`src/rtl/vpipe_pkg.sv`:
```
// Shared types for the vector pipe issue controller: opcodes, operand
// source selects, controller states and the shadow-stage record.
package vpipe_pkg;

  typedef enum logic [1:0] {
    OP_NOP = 2'b00,
    OP_ADD = 2'b01,
    OP_SUB = 2'b10,
    OP_AND = 2'b11
  } op_e;

  typedef enum logic [1:0] {
    FWD_RF = 2'b00,
    FWD_EX = 2'b01,
    FWD_WB = 2'b10
  } fwd_e;

  typedef enum logic [1:0] {
    ST_IDLE  = 2'b00,
    ST_RUN   = 2'b01,
    ST_DRAIN = 2'b10
  } state_e;

  typedef struct packed {
    logic       vld;
    logic [1:0] rd;
  } stage_t;

  // Instruction layout: [7:6] op, [5:4] rs1, [3:2] rs2, [1:0] rd.
  function automatic op_e op_of(input logic [7:0] i);
    return op_e'(i[7:6]);
  endfunction

  function automatic logic [1:0] rs1_of(input logic [7:0] i);
    return i[5:4];
  endfunction

  function automatic logic [1:0] rs2_of(input logic [7:0] i);
    return i[3:2];
  endfunction

  function automatic logic [1:0] rd_of(input logic [7:0] i);
    return i[1:0];
  endfunction

endpackage

```
`src/rtl/vpipe_scoreboard.sv`:
```
// Compares the offered instruction's sources against the EX/WB shadow
// destinations, yielding the RAW stall flag and the operand bypass selects.
module vpipe_scoreboard
  import vpipe_pkg::*;
(
  input  logic [7:0] inst,
  input  logic       fwd_en,
  input  stage_t     ex,
  input  stage_t     wb,
  output logic       hazard,
  output fwd_e       fwd_sel1,
  output fwd_e       fwd_sel2
);

  logic ex_hit1, ex_hit2, wb_hit1, wb_hit2;

  always_comb begin
    ex_hit1 = ex.vld && (ex.rd == rs1_of(inst));
    ex_hit2 = ex.vld && (ex.rd == rs2_of(inst));
    wb_hit1 = wb.vld && (wb.rd == rs1_of(inst));
    wb_hit2 = wb.vld && (wb.rd == rs2_of(inst));

    hazard = !fwd_en && (op_of(inst) != OP_NOP) &&
             (ex_hit1 || ex_hit2 || wb_hit1 || wb_hit2);

    // The younger producer (EX) holds the newest value, so it wins over WB.
    fwd_sel1 = FWD_RF;
    fwd_sel2 = FWD_RF;
    if (fwd_en) begin
      if (ex_hit1)      fwd_sel1 = FWD_EX;
      else if (wb_hit1) fwd_sel1 = FWD_WB;
      if (ex_hit2)      fwd_sel2 = FWD_EX;
      else if (wb_hit2) fwd_sel2 = FWD_WB;
    end
  end

endmodule

```
`src/rtl/vpipe_issue_ctrl.sv`:
```
// Issue controller: tracks EX/WB destinations, stalls or bypasses on RAW
// hazards, and sequences IDLE/RUN/DRAIN for pipeline draining.
module vpipe_issue_ctrl
  import vpipe_pkg::*;
#(
  parameter int STALL_CNT_W = 8
) (
  input  logic                   clk,
  input  logic                   rst,
  input  logic                   inst_valid,
  input  logic [7:0]             inst,
  output logic                   inst_ready,
  input  logic                   pipe_ready,
  input  logic                   fwd_en,
  input  logic                   drain_req,
  output logic                   iss_valid,
  output logic [7:0]             iss_inst,
  output logic [1:0]             fwd_sel1,
  output logic [1:0]             fwd_sel2,
  output logic                   drained,
  output logic                   busy,
  output logic [STALL_CNT_W-1:0] stall_cnt
);

  state_e state, state_nxt;
  stage_t ex, wb;
  logic   hazard, handshake, empty;
  fwd_e   sel1_c, sel2_c;

  vpipe_scoreboard u_scoreboard (
    .inst     (inst),
    .fwd_en   (fwd_en),
    .ex       (ex),
    .wb       (wb),
    .hazard   (hazard),
    .fwd_sel1 (sel1_c),
    .fwd_sel2 (sel2_c)
  );

  assign inst_ready = !rst && pipe_ready && !hazard && (state == ST_RUN);
  assign handshake  = inst_valid && inst_ready;
  assign empty      = !ex.vld && !wb.vld && !iss_valid;
  assign drained    = !rst && (state == ST_DRAIN) && empty;
  assign busy       = ex.vld || wb.vld;

  always_ff @(posedge clk) begin
    if (rst) state <= ST_IDLE;
    else     state <= state_nxt;
  end

  always_comb begin
    state_nxt = state;
    case (state)
      ST_IDLE:  if (!drain_req) state_nxt = ST_RUN;
      ST_RUN:   if (drain_req)  state_nxt = ST_DRAIN;
      ST_DRAIN: if (empty)      state_nxt = ST_IDLE;
      default:  state_nxt = ST_IDLE;
    endcase
  end

  // Shadow stages and issue outputs all freeze together while pipe_ready=0.
  always_ff @(posedge clk) begin
    if (rst) begin
      ex        <= '0;
      wb        <= '0;
      iss_valid <= 1'b0;
      iss_inst  <= '0;
      fwd_sel1  <= FWD_RF;
      fwd_sel2  <= FWD_RF;
    end else if (pipe_ready) begin
      wb        <= ex;
      ex        <= '{vld: handshake && (op_of(inst) != OP_NOP), rd: rd_of(inst)};
      iss_valid <= handshake;
      if (handshake) begin
        iss_inst <= inst;
        fwd_sel1 <= sel1_c;
        fwd_sel2 <= sel2_c;
      end
    end
  end

  always_ff @(posedge clk) begin
    if (rst) begin
      stall_cnt <= '0;
    end else if (inst_valid && pipe_ready && hazard && (state == ST_RUN) &&
                 (stall_cnt != '1)) begin
      stall_cnt <= stall_cnt + STALL_CNT_W'(1);
    end
  end

endmodule

```
`config.mk`:
```
export PLATFORM = sky130hd
export DESIGN_NAME = vpipe_issue_ctrl
export DESIGN_NICKNAME = d
export VERILOG_FILES = /design/src/rtl/vpipe_pkg.sv /design/src/rtl/vpipe_scoreboard.sv /design/src/rtl/vpipe_issue_ctrl.sv
export SDC_FILE = /design/constraint.sdc
export NUM_CORES = 1
export LEC_CHECK = 0
export ABC_AREA = 1
export CAP_MARGIN = 40
export CORE_MARGIN = 10
export CORE_UTILIZATION = 45
export CTS_CLUSTER_SIZE = 12
export DETAILED_ROUTE_END_ITERATION = 8
export PLACE_DENSITY = 0.82
export SLEW_MARGIN = 20
export SYNTH_ARGS = -nofsm -noshare
export SYNTH_HDL_FRONTEND = slang
export SYNTH_SLANG_ARGS = --single-unit
```
`constraint.sdc`:
```
create_clock -name clk -period 2.3 [get_ports clk]
set_input_delay 0.69 -clock clk [delete_from_list [all_inputs] [get_ports clk]]
set_output_delay 0.69 -clock clk [all_outputs]
set_load 0.1 [all_outputs]
```
==> flow_summary.yaml, run 1 <==
status:
  status: "complete, but fails checks"
  violations: "setup timing"
clocking:
  cts.clk_slew.worst_paths_ps: 100
  cts_tree: "yes"
  h-tree-depth: 2
  hold_buffers: 0
  cts_root_buf: "clkbuf_4"
  cts_buffer_depth: 2
  numCtsBuffers: 5
  clock-sinks: 29
  clk_latency_ps: 340
power:
  p_leak_nw: 1.023
  power.ir.vdd_worst_mv: 0.3270
  powerDensity_mw_per_mm2: 486.5
routing:
  drt_first_pass_iters: 4
  drt_first_iter_violations: 98
  wirelength_um: 3886
  wl_per_cell_um: 12.11
  drc: 0
  vias: 1551
  ant_nets: 0
  via_per_inst: 4.832
global_routing:
  grt_usage: 0.1352
  gr-total-overflow: 0
  grt_max_degree: 24
  antenna_found_initial: 0
  grt_pass1_wl_um: 6817
  grt_pass1_vias: 1489
finish:
  diodes: 0
  area_delta_synth_final_pct: 51.39
  finalNetCount: 291
  nFillCells: 240
  multi_input_area_um2: 873.3
  fin_area_mm2: 0.002241
  layout-drive-gt1-share: 0.3538
  seq_area_um2: 591.8
die:
  ios: 38
  row_count: 20
  start_util: 0.4770
  die_width_um: 77.35
  dieArea_mm2: 0.005983
  core_mm2: 0.003103
  die_y_um: 77.35
critical_path:
  endpoint_kind: "output port"
  cp.required_ps: 1610
  reg2reg_depth: 11
  start_kind: "input pin"
  worst-path-max-fanout: 4
  r2r_start: "wb[0]$_SDFFE_PP0P_"
  arrival_ps: 1620
  reg2reg_to: "fwd_sel2[0]$_SDFFE_PP0P_"
  critPathKind: "in2out"
  r2r_slack_ps: 510
timing:
  max-slew-margin-rel: 0.8123
  setup_viol: 1
  tns_ps: -6.750
  min_period_ps: 2307
  clock_skew_ps: 10.15
  fin_ws_ps: -6.750
  rsz0062_at_grt: "yes"
  fmax_mhz: 433.5
  slew_viol_final: 0
  hold_violations: 0
  worst_pin_slew_ps: 281.2
  finalCritPeriodShare: 1.003
synthesis:
  yosys_warnings: 0
  ys_seq_elements: 29
  yosysSeqAreaShare: 0.3922
  postSynth.asyncResetShare: 0
  synth_cell_type_count: 26
  avgSynthCellArea_um2: 6.790
  synth_ff_type: "dfxtp_1"
  mappedNetlistArea_mm2: 0.001480
  synth_edf_count: 0
  postSynthCellCount: 218
  syn_nets: 233
placement:
  dpl_cell_area_mm2: 0.002056
  gp_congestion: 0.8635
  dp_hpwl_um: 2758
  io_buffers: 37
  dp_slack_ps: -508.7
run:
  cap_viol_max_count: 0
min_path:
  whs_path_depth: 1
  holdCritPathClass: "reg2reg"
  hold_end: "state[0]$_SDFFE_PP0P_"
  min_from: "state[1]$_SDFFE_PP0P_"
==> power breakdown <==
group	switching (mW)	total, mW	internal [mW]
clock network	0.179	0.356	0.177
logic	0.128	0.206	0.0782
registers	0.0136	0.528	0.514
==> cell usage after synthesis, types with 3 or more instances <==
master,n,area share
nor3_1,3,0.010
dfxtp_1,29,0.39
nand3_1,9,0.030
nand2_1,53,0.13
xnor2_1,3,0.018
nor2_2,3,0.013
inv_1,27,0.068
nor2_1,38,0.096
xor2_1,4,0.024
o21ai_0,8,0.027
nand4_1,11,0.046
a21oi_1,13,0.044
==> cell families (layout without fill, tap and decap cells) <==
| group | Yosys count | in the layout | synth area share |
|---|---|---|---|
| AOI/OAI and AO/OA | 24 | 24 | 0.08623 |
| buffers and inverters | 34 | 93 | 0.09890 |
| xor gates and xnor gates | 7 | 7 | 0.04142 |
| DFF | 29 | 29 | 0.3922 |
| and+or+nand+nor | 123 | 123 | 0.3728 |
| adders and majority gates | 1 | 1 | 0.008452 |
==> per-layer routing <==
| metal | up-vias | share of wire | global-route usage |
|---|---|---|---|
| met5 | - | 0 | 0 |
| met4 | 0 | 0.013 | 0.05109 |
| met3 | 6 | 0.066 | 0.05530 |
| met2 | 41 | 0.48 | 0.2241 |
| met1 | 697 | 0.44 | 0.1521 |
| li1 | 807 | - | - |
==> critical path, cell delays in order <==
cell	delay, ps
buf_8	110
nand2_2	50
inv_2	40
nor2_4	100
nor2_2	60
nor2_2	120
nand2_4	70
a21boi_4	180
buf_12	190
==> timing repair <==
item                                    in CTS  in global routing
pin swaps                                   11                  7
resized for setup                           51                 14
endpoints found under the setup margin       2                  1
buffers inserted                             3                  0
==> area by class of cell <==
class                           count  area share
Tap cell                           44     0.02457
Timing Repair Buffer               55      0.2339
Multi-Input combinational cell    155      0.3897
Clock inverter                      1    0.002233
Clock buffer                        7     0.02903
Sequential cell                    29      0.2641
Inverter                           30     0.05639
==> worst max-delay path by stage <==
stage | startpoint | endpoint | cells past startpoint | slack (ps)
floorplan | inst[2] | inst_ready | 5 | -140
CTS | rst | inst_ready | 6 | 0.8
finish | inst[2] | inst_ready | 9 | -7
global route | inst[3] | inst_ready | 9 | -50
global placement | inst[2] | inst_ready | 8 | -500
detailed placement | inst[2] | inst_ready | 8 | -510
==> metrics by stage <==
| step | util | hold WS (ps) | power, mW | cells |
|---|---|---|---|---|
| global route | 0.7222 | 449.2 | 1.140 | 321 |
| finish | 0.7222 | 424.9 | 1.090 | 321 |
| CTS | 0.7101 | 437.7 | 1.087 | 321 |
| floorplan | - | 396.4 | 0.6490 | 218 |
| global placement | 0.6625 | 408.8 | 0.7198 | 310 |
| detailed placement | 0.6625 | 433.5 | 0.7223 | 310 |
==> state kept, by name (all words and copies together) (netlist names) <==
name / count
fwd_sel2: 2
state: 2
stall_cnt: 8
ex: 3
wb: 3
iss_inst: 8
fwd_sel1: 2
iss_valid: 1
==> cell usage in the layout, fill, tap and decap left out, drive strengths merged, types with 7 or more instances in the layout <==
cell type / Yosys / routed
a21oi: 14 / 14
buf: 3 / 46
clkbuf: 1 / 7
dfxtp: 29 / 29
inv: 28 / 28
nand2: 55 / 55
nand3: 11 / 11
nand4: 11 / 11
nor2: 41 / 41
o21ai: 8 / 8
Power figures use the tool's default switching activity.
==> inputs of run 2 (changes only) <==
--- a/config.mk
+++ b/config.mk
@@ -7,9 +7,8 @@
 export LEC_CHECK = 0
 export ABC_AREA = 1
 export CAP_MARGIN = 40
-export CORE_MARGIN = 10
+export CORE_MARGIN = 1.5
 export CORE_UTILIZATION = 45
-export CTS_CLUSTER_SIZE = 12
 export DETAILED_ROUTE_END_ITERATION = 8
 export PLACE_DENSITY = 0.82
 export SLEW_MARGIN = 20
==> run 2 against run 1 <==
Effect of this change:
- the flow now finishes without violations
- die area shrank 39%
- wire length decreased by 2.4%
- register-to-register slack better by 90 ps
- global-route usage is 8.1 points higher
- flip-flop and latch count is the same
- clock skew is 1.7 ps higher
- sequential power barely moved
- combinational power about the same
- cell count grew 0.31%
- largest cell class unchanged
- critical endpoint unchanged
==> flow_summary.yaml, run 2 (synthesis gave the netlist of run 1 again) <==
status:
  status: "complete, no violations"
finish:
  layout-drive-gt1-share: 0.3525
  final_common_cell: "nand2_1"
  final_cell_mix: "nand2_1 (48), buf_4 (41), nor2_1 (32)"
  fin_area_mm2: 0.002220
  area_delta_synth_final_pct: 49.96
  finalNetCount: 293
  layout.cells.non_filler: 322
  reg.largest.list: "iss_inst (8), stall_cnt (8)"
  diodes: 0
die:
  core_mm2: 0.003078
  ios: 38
  row_count: 20
  dieArea_mm2: 0.003642
  die_y_um: 60.35
  start_util: 0.4809
  die_width_um: 60.35
routing:
  drt_first_iter_violations: 73
  met2_length_um: 1798
  drt_first_pass_iters: 5
  met3WireLength_um: 202
  ant_nets: 0
  wl_per_cell_um: 11.77
  via_per_inst: 4.817
  top_layer: "met4"
  vias: 1551
  drc: 0
  wirelength_um: 3791
  wl_met1_um: 1710
critical_path:
  critPathKind: "in2out"
  crit_slowest_cell: "buf_12"
  start_kind: "input pin"
  max_stage_delay_ps: 190
  reg2reg_to: "iss_inst[1]$_SDFFE_PP0P_"
  worst-path-max-fanout: 4
  r2r_slack_ps: 600
  r2r_start: "wb[0]$_SDFFE_PP0P_"
  cp.required_ps: 1610
  critPathTopFamily: "simple AND/OR/NAND/NOR gates"
  crit_path_frequent_cell: "nor2_2"
  reg2reg_depth: 10
  worstPathCellList: "buf_8, nand2_2, inv_2, nor2_4, nor2_2, nor2_2, nand2_4, a21boi_4, buf_12"
  crit_buf_inv: 3
  endpoint_kind: "output port"
  arrival_ps: 1610
clocking:
  cts.clk_slew.worst_paths_ps: 80
  numCtsBuffers: 5
  clk_latency_ps: 330
  cts_tree: "yes"
  clock-sinks: 29
  cts_buffer_depth: 2
  h-tree-depth: 2
  cts_root_buf: "clkbuf_4"
global_routing:
  gr-total-overflow: 0
  grt_pass1_vias: 1326
  grt_max_degree: 24
  grt_pass1_wl_um: 5747
  grt_usage: 0.2167
  antenna_found_initial: 0
timing:
  fmax_mhz: 434.8
  max-slew-margin-rel: 0.7866
  setup_viol: 0
  slew_viol_final: 0
  finalCritPeriodShare: 1.000
  hold_violations: 0
  min_period_ps: 2300
  tns_ps: 0
  rsz0062_at_grt: "yes"
  clock_skew_ps: 11.82
  worst_pin_slew_ps: 317.1
run:
  cap_viol_max_count: 0
power:
  powerDensity_mw_per_mm2: 474.3
  power.ir.vdd_worst_mv: 0.3886
  p_leak_nw: 1.020
placement:
  placed_cells: 312
  gp_congestion: 0.8554
  dp_hpwl_um: 2518
  io_buffers: 37
  dpl_cell_area_mm2: 0.002033
min_path:
  hold_end: "state[0]$_SDFFE_PP0P_"
  min_from: "state[1]$_SDFFE_PP0P_"
  holdCritPathClass: "reg2reg"
  whs_path_depth: 1
## run 2: cell types whose count changed in the layout (fill, tap and decap cells not counted), moves of 2 or more
| cell | delta |
|---|---|
| buf_4 | +5 |
| buf_12 | -3 |
| nor2_2 | -2 |
| nor2_4 | +2 |
## run 2: stage by stage
step | utilization | power (mW) | setup slack, ps | hold slack (ps)
floorplan | - | 0.6490 | -139.5 | 396.4
global placement | 0.6606 | 0.7199 | -498.4 | 411.5
detailed placement | 0.6606 | 0.7234 | -510.2 | 437.3
CTS | 0.6963 | 1.046 | 3.833 | 454.3
global route | 0.7211 | 1.099 | -47.59 | 468.5
finish | 0.7211 | 1.053 | 0.008216 | 442.4
## run 2: final cells by class
class,count,area [um^2]
multi-input cells,155,890.9
well taps,44,55.05
clock buffers,7,55.05
inverters,30,123.9
repair buffers,57,505.5
fillers,255,858.3
flip-flops and latches,29,589.3
## run 2: worst max path at each step
stage	end	from	depth (start not counted)
2_1_floorplan	inst_ready	inst[2]	5
3_3_place_gp	inst_ready	inst[2]	8
3_5_place_dp	inst_ready	inst[2]	8
4_1_cts	inst_ready	inst[3]	9
5_1_grt	inst_ready	inst[4]	7
6_report	inst_ready	inst[2]	9
## run 2: repair_timing
item | CTS | global route
pin swaps | 11 | 11
setup endpoints to repair | 2 | 2
gates resized for setup | 46 | 21
hold buffers | 0 | 0
buffers inserted | 2 | 1
## run 2: worst register-to-register path, stage by stage (launching register included)
cell and delay [ps]:
dfxtp_2 400, nor2_1 90, nor2_4 140, nor2_2 50, nor2_2 120, nand2_4 80, buf_4 180, nand2_4 70
nand3_4 210, nor2_1 200, nor2_1 70
## run 2: power by group
part / internal (mW) / switching, mW / leakage, nW
sequential: 0.515 / 0.0136 / 0.238
clock: 0.144 / 0.172 / 0.0314
combinational: 0.0776 / 0.131 / 0.751
## run 2: layer usage
metal	up-vias	global-route usage
li1	817	-
met5	-	0
met1	689	0.2714
met3	8	0.08316
met4	0	0.08571
met2	37	0.3370
==> inputs of run 3 (changes only) <==
--- a/config.mk
+++ b/config.mk
@@ -7,6 +7,7 @@
 export LEC_CHECK = 0
 export ABC_AREA = 1
 export CAP_MARGIN = 40
+export CORE_ASPECT_RATIO = 1.75
 export CORE_MARGIN = 1.5
 export CORE_UTILIZATION = 45
 export DETAILED_ROUTE_END_ITERATION = 8
==> constraint.sdc (replaced) <==
create_clock -name clk -period 2.3 [get_ports clk]
set_input_delay 0.69 -clock clk [delete_from_list [all_inputs] [get_ports clk]]
set_output_delay 0.69 -clock clk [all_outputs]
set_load 0.01 [all_outputs]
==> run 3 against run 2 <==
Effect of this change:
- sequential share of layout area fell by 1.1 points
- highest routed layer unchanged
- global-route usage rose by 2.6 points
- clock-buffer cell count rose by 1
- die area rose by 0.38%
- critical path type unchanged
- hold slack got worse by 12 ps
- clock power rose by 29%
- combinational power fell by 24%
==> flow_summary.yaml, run 3 (synthesis gave the netlist of run 1 again) <==
die:
  ios: 38
  dieArea_mm2: 0.003656
  die_y_um: 78.87
  row_count: 27
  start_util: 0.4711
  die_width_um: 46.36
  core_mm2: 0.003142
clocking:
  clk_latency_ps: 280
  h-tree-depth: 2
  cts_buffer_depth: 2
  clock-sinks: 29
  numCtsBuffers: 5
  cts_root_buf: "clkbuf_8"
  cts.clk_slew.worst_paths_ps: 60
  cts_tree: "yes"
routing:
  ant_nets: 0
  vias: 1660
  drt_first_iter_violations: 32
  via_per_inst: 4.911
  drc: 0
  wirelength_um: 4033
  wl_per_cell_um: 11.93
  drt_first_pass_iters: 4
finish:
  reg.largest.list: "iss_inst (8), stall_cnt (8)"
  area_delta_synth_final_pct: 53.93
  final_cell_mix: "nand2_1 (52), buf_4 (35), nor2_1 (33)"
  seq_area_um2: 580.6
  diodes: 0
  multi_input_area_um2: 815.8
  layout-drive-gt1-share: 0.2610
  nFillCells: 246
  finalNetCount: 309
  final_common_cell: "nand2_1"
timing:
  worst_pin_slew_ps: 304.3
  min_period_ps: 2250
  fin_ws_ps: 50.33
  finalCritPeriodShare: 0.9781
  fmax_mhz: 444.5
  tns_ps: 0
  slew_viol_final: 0
  setup_viol: 0
  clock_skew_ps: 4.630
  hold_violations: 0
  max-slew-margin-rel: 0.7952
power:
  p_leak_nw: 1.038
  powerDensity_mw_per_mm2: 478.8
  power.ir.vdd_worst_mv: 0.4909
critical_path:
  critPathTopFamily: "buffers and inverters"
  endpoint_kind: "output port"
  crit_slowest_cell: "xor2_2"
  crit_buf_inv: 2
  worst-path-max-fanout: 4
  critPathKind: "in2out"
  worstPathCellList: "buf_4, xor2_2, nor2_2, nor2_2, nand2_4, a21boi_2, buf_2"
  arrival_ps: 1560
  crit_path_frequent_cell: "nor2_2"
  max_stage_delay_ps: 200
  cp.required_ps: 1610
  start_kind: "input pin"
global_routing:
  grt_usage: 0.2427
  antenna_found_initial: 0
  grt_pass1_wl_um: 6555
  grt_pass1_vias: 1574
  gr-total-overflow: 0
  grt_max_degree: 19
placement:
  dp_slack_ps: -862.5
  dp_hpwl_um: 2761
  gp_congestion: 0.8148
  io_buffers: 37
run:
  cap_viol_max_count: 0
status:
  status: "complete, no violations"
min_path:
  holdCritPathClass: "reg2reg"
## run 3: changes by cell type in the layout (fill, tap and decap cells not counted), sizes merged
cell           delta
clkdlybuf4s50    +23
buf               -6
clkbuf            +1
clkdlybuf4s15     -1
## run 3: report_power, final
part	leakage (nW)	internal (mW)	switching [mW]	total, mW
clock network	0.0395	0.214	0.192	0.407
registers	0.236	0.515	0.0113	0.526
logic	0.763	0.0765	0.0815	0.158
total	1.04	0.806	0.285	1.09
## run 3: what timing repair did
item	CTS	global route
setup endpoints to repair	2	2
hold endpoints to repair	0	0
pin swaps	9	8
hold buffers	0	0
buffers inserted	13	0
resized for setup	45	9
cloned	0	0
## run 3: worst paths after layout
check	start	to	slack [ps]	depth (start not counted)
min reg2reg	state[1]$_SDFFE_PP0P_	state[0]$_SDFFE_PP0P_	430	1
max reg2reg	ex[1]$_SDFFE_PP0P_	fwd_sel2[0]$_SDFFE_PP0P_	210	15
max	inst[2]	inst_ready	50	7
min	state[1]$_SDFFE_PP0P_	state[0]$_SDFFE_PP0P_	430	1
## run 3: cell type report
type,instances,share of cell area
multi-input combinational,155,0.3580
tap,43,0.02361
inverter,30,0.05052
timing repair buffer,73,0.2779
clock buffer,8,0.03515
sequential,29,0.2548
## run 3: through the flow
step	utilization	power (mW)	hold WS (ps)	std cells	area, um^2
after floorplan	-	0.5963	396.4	218	1480
after global placement	0.6543	0.6735	416.2	317	2056
after detailed placement	0.6543	0.6766	425.8	317	2056
after CTS	0.7160	1.093	429.8	338	2250
after global routing	0.7252	1.135	446.4	338	2278
final	0.7252	1.091	430.1	338	2278
## run 3: routing by layer
metal,up-vias,wire (um),part of all wire,global-route usage
met5,-,0,0,0
met1,764,1440,0.36,0.2411
met2,46,2283,0.57,0.4250
met4,0,155,0.038,0.1429
li1,837,-,-,-
met3,13,153,0.038,0.05682
## run 3: worst reg2reg max path, stage by stage, from the launching register on
cell     delay (ps)
dfxtp_1         360
inv_1           100
nand2_1          90
nand3_2         110
buf_4           150
buf_4           120
buf_4           120
buf_4           120
buf_4           120
buf_4           120
buf_4           120
buf_4           120
buf_4           130
nor3_2          110
nor2_1           60
nor2_1           90
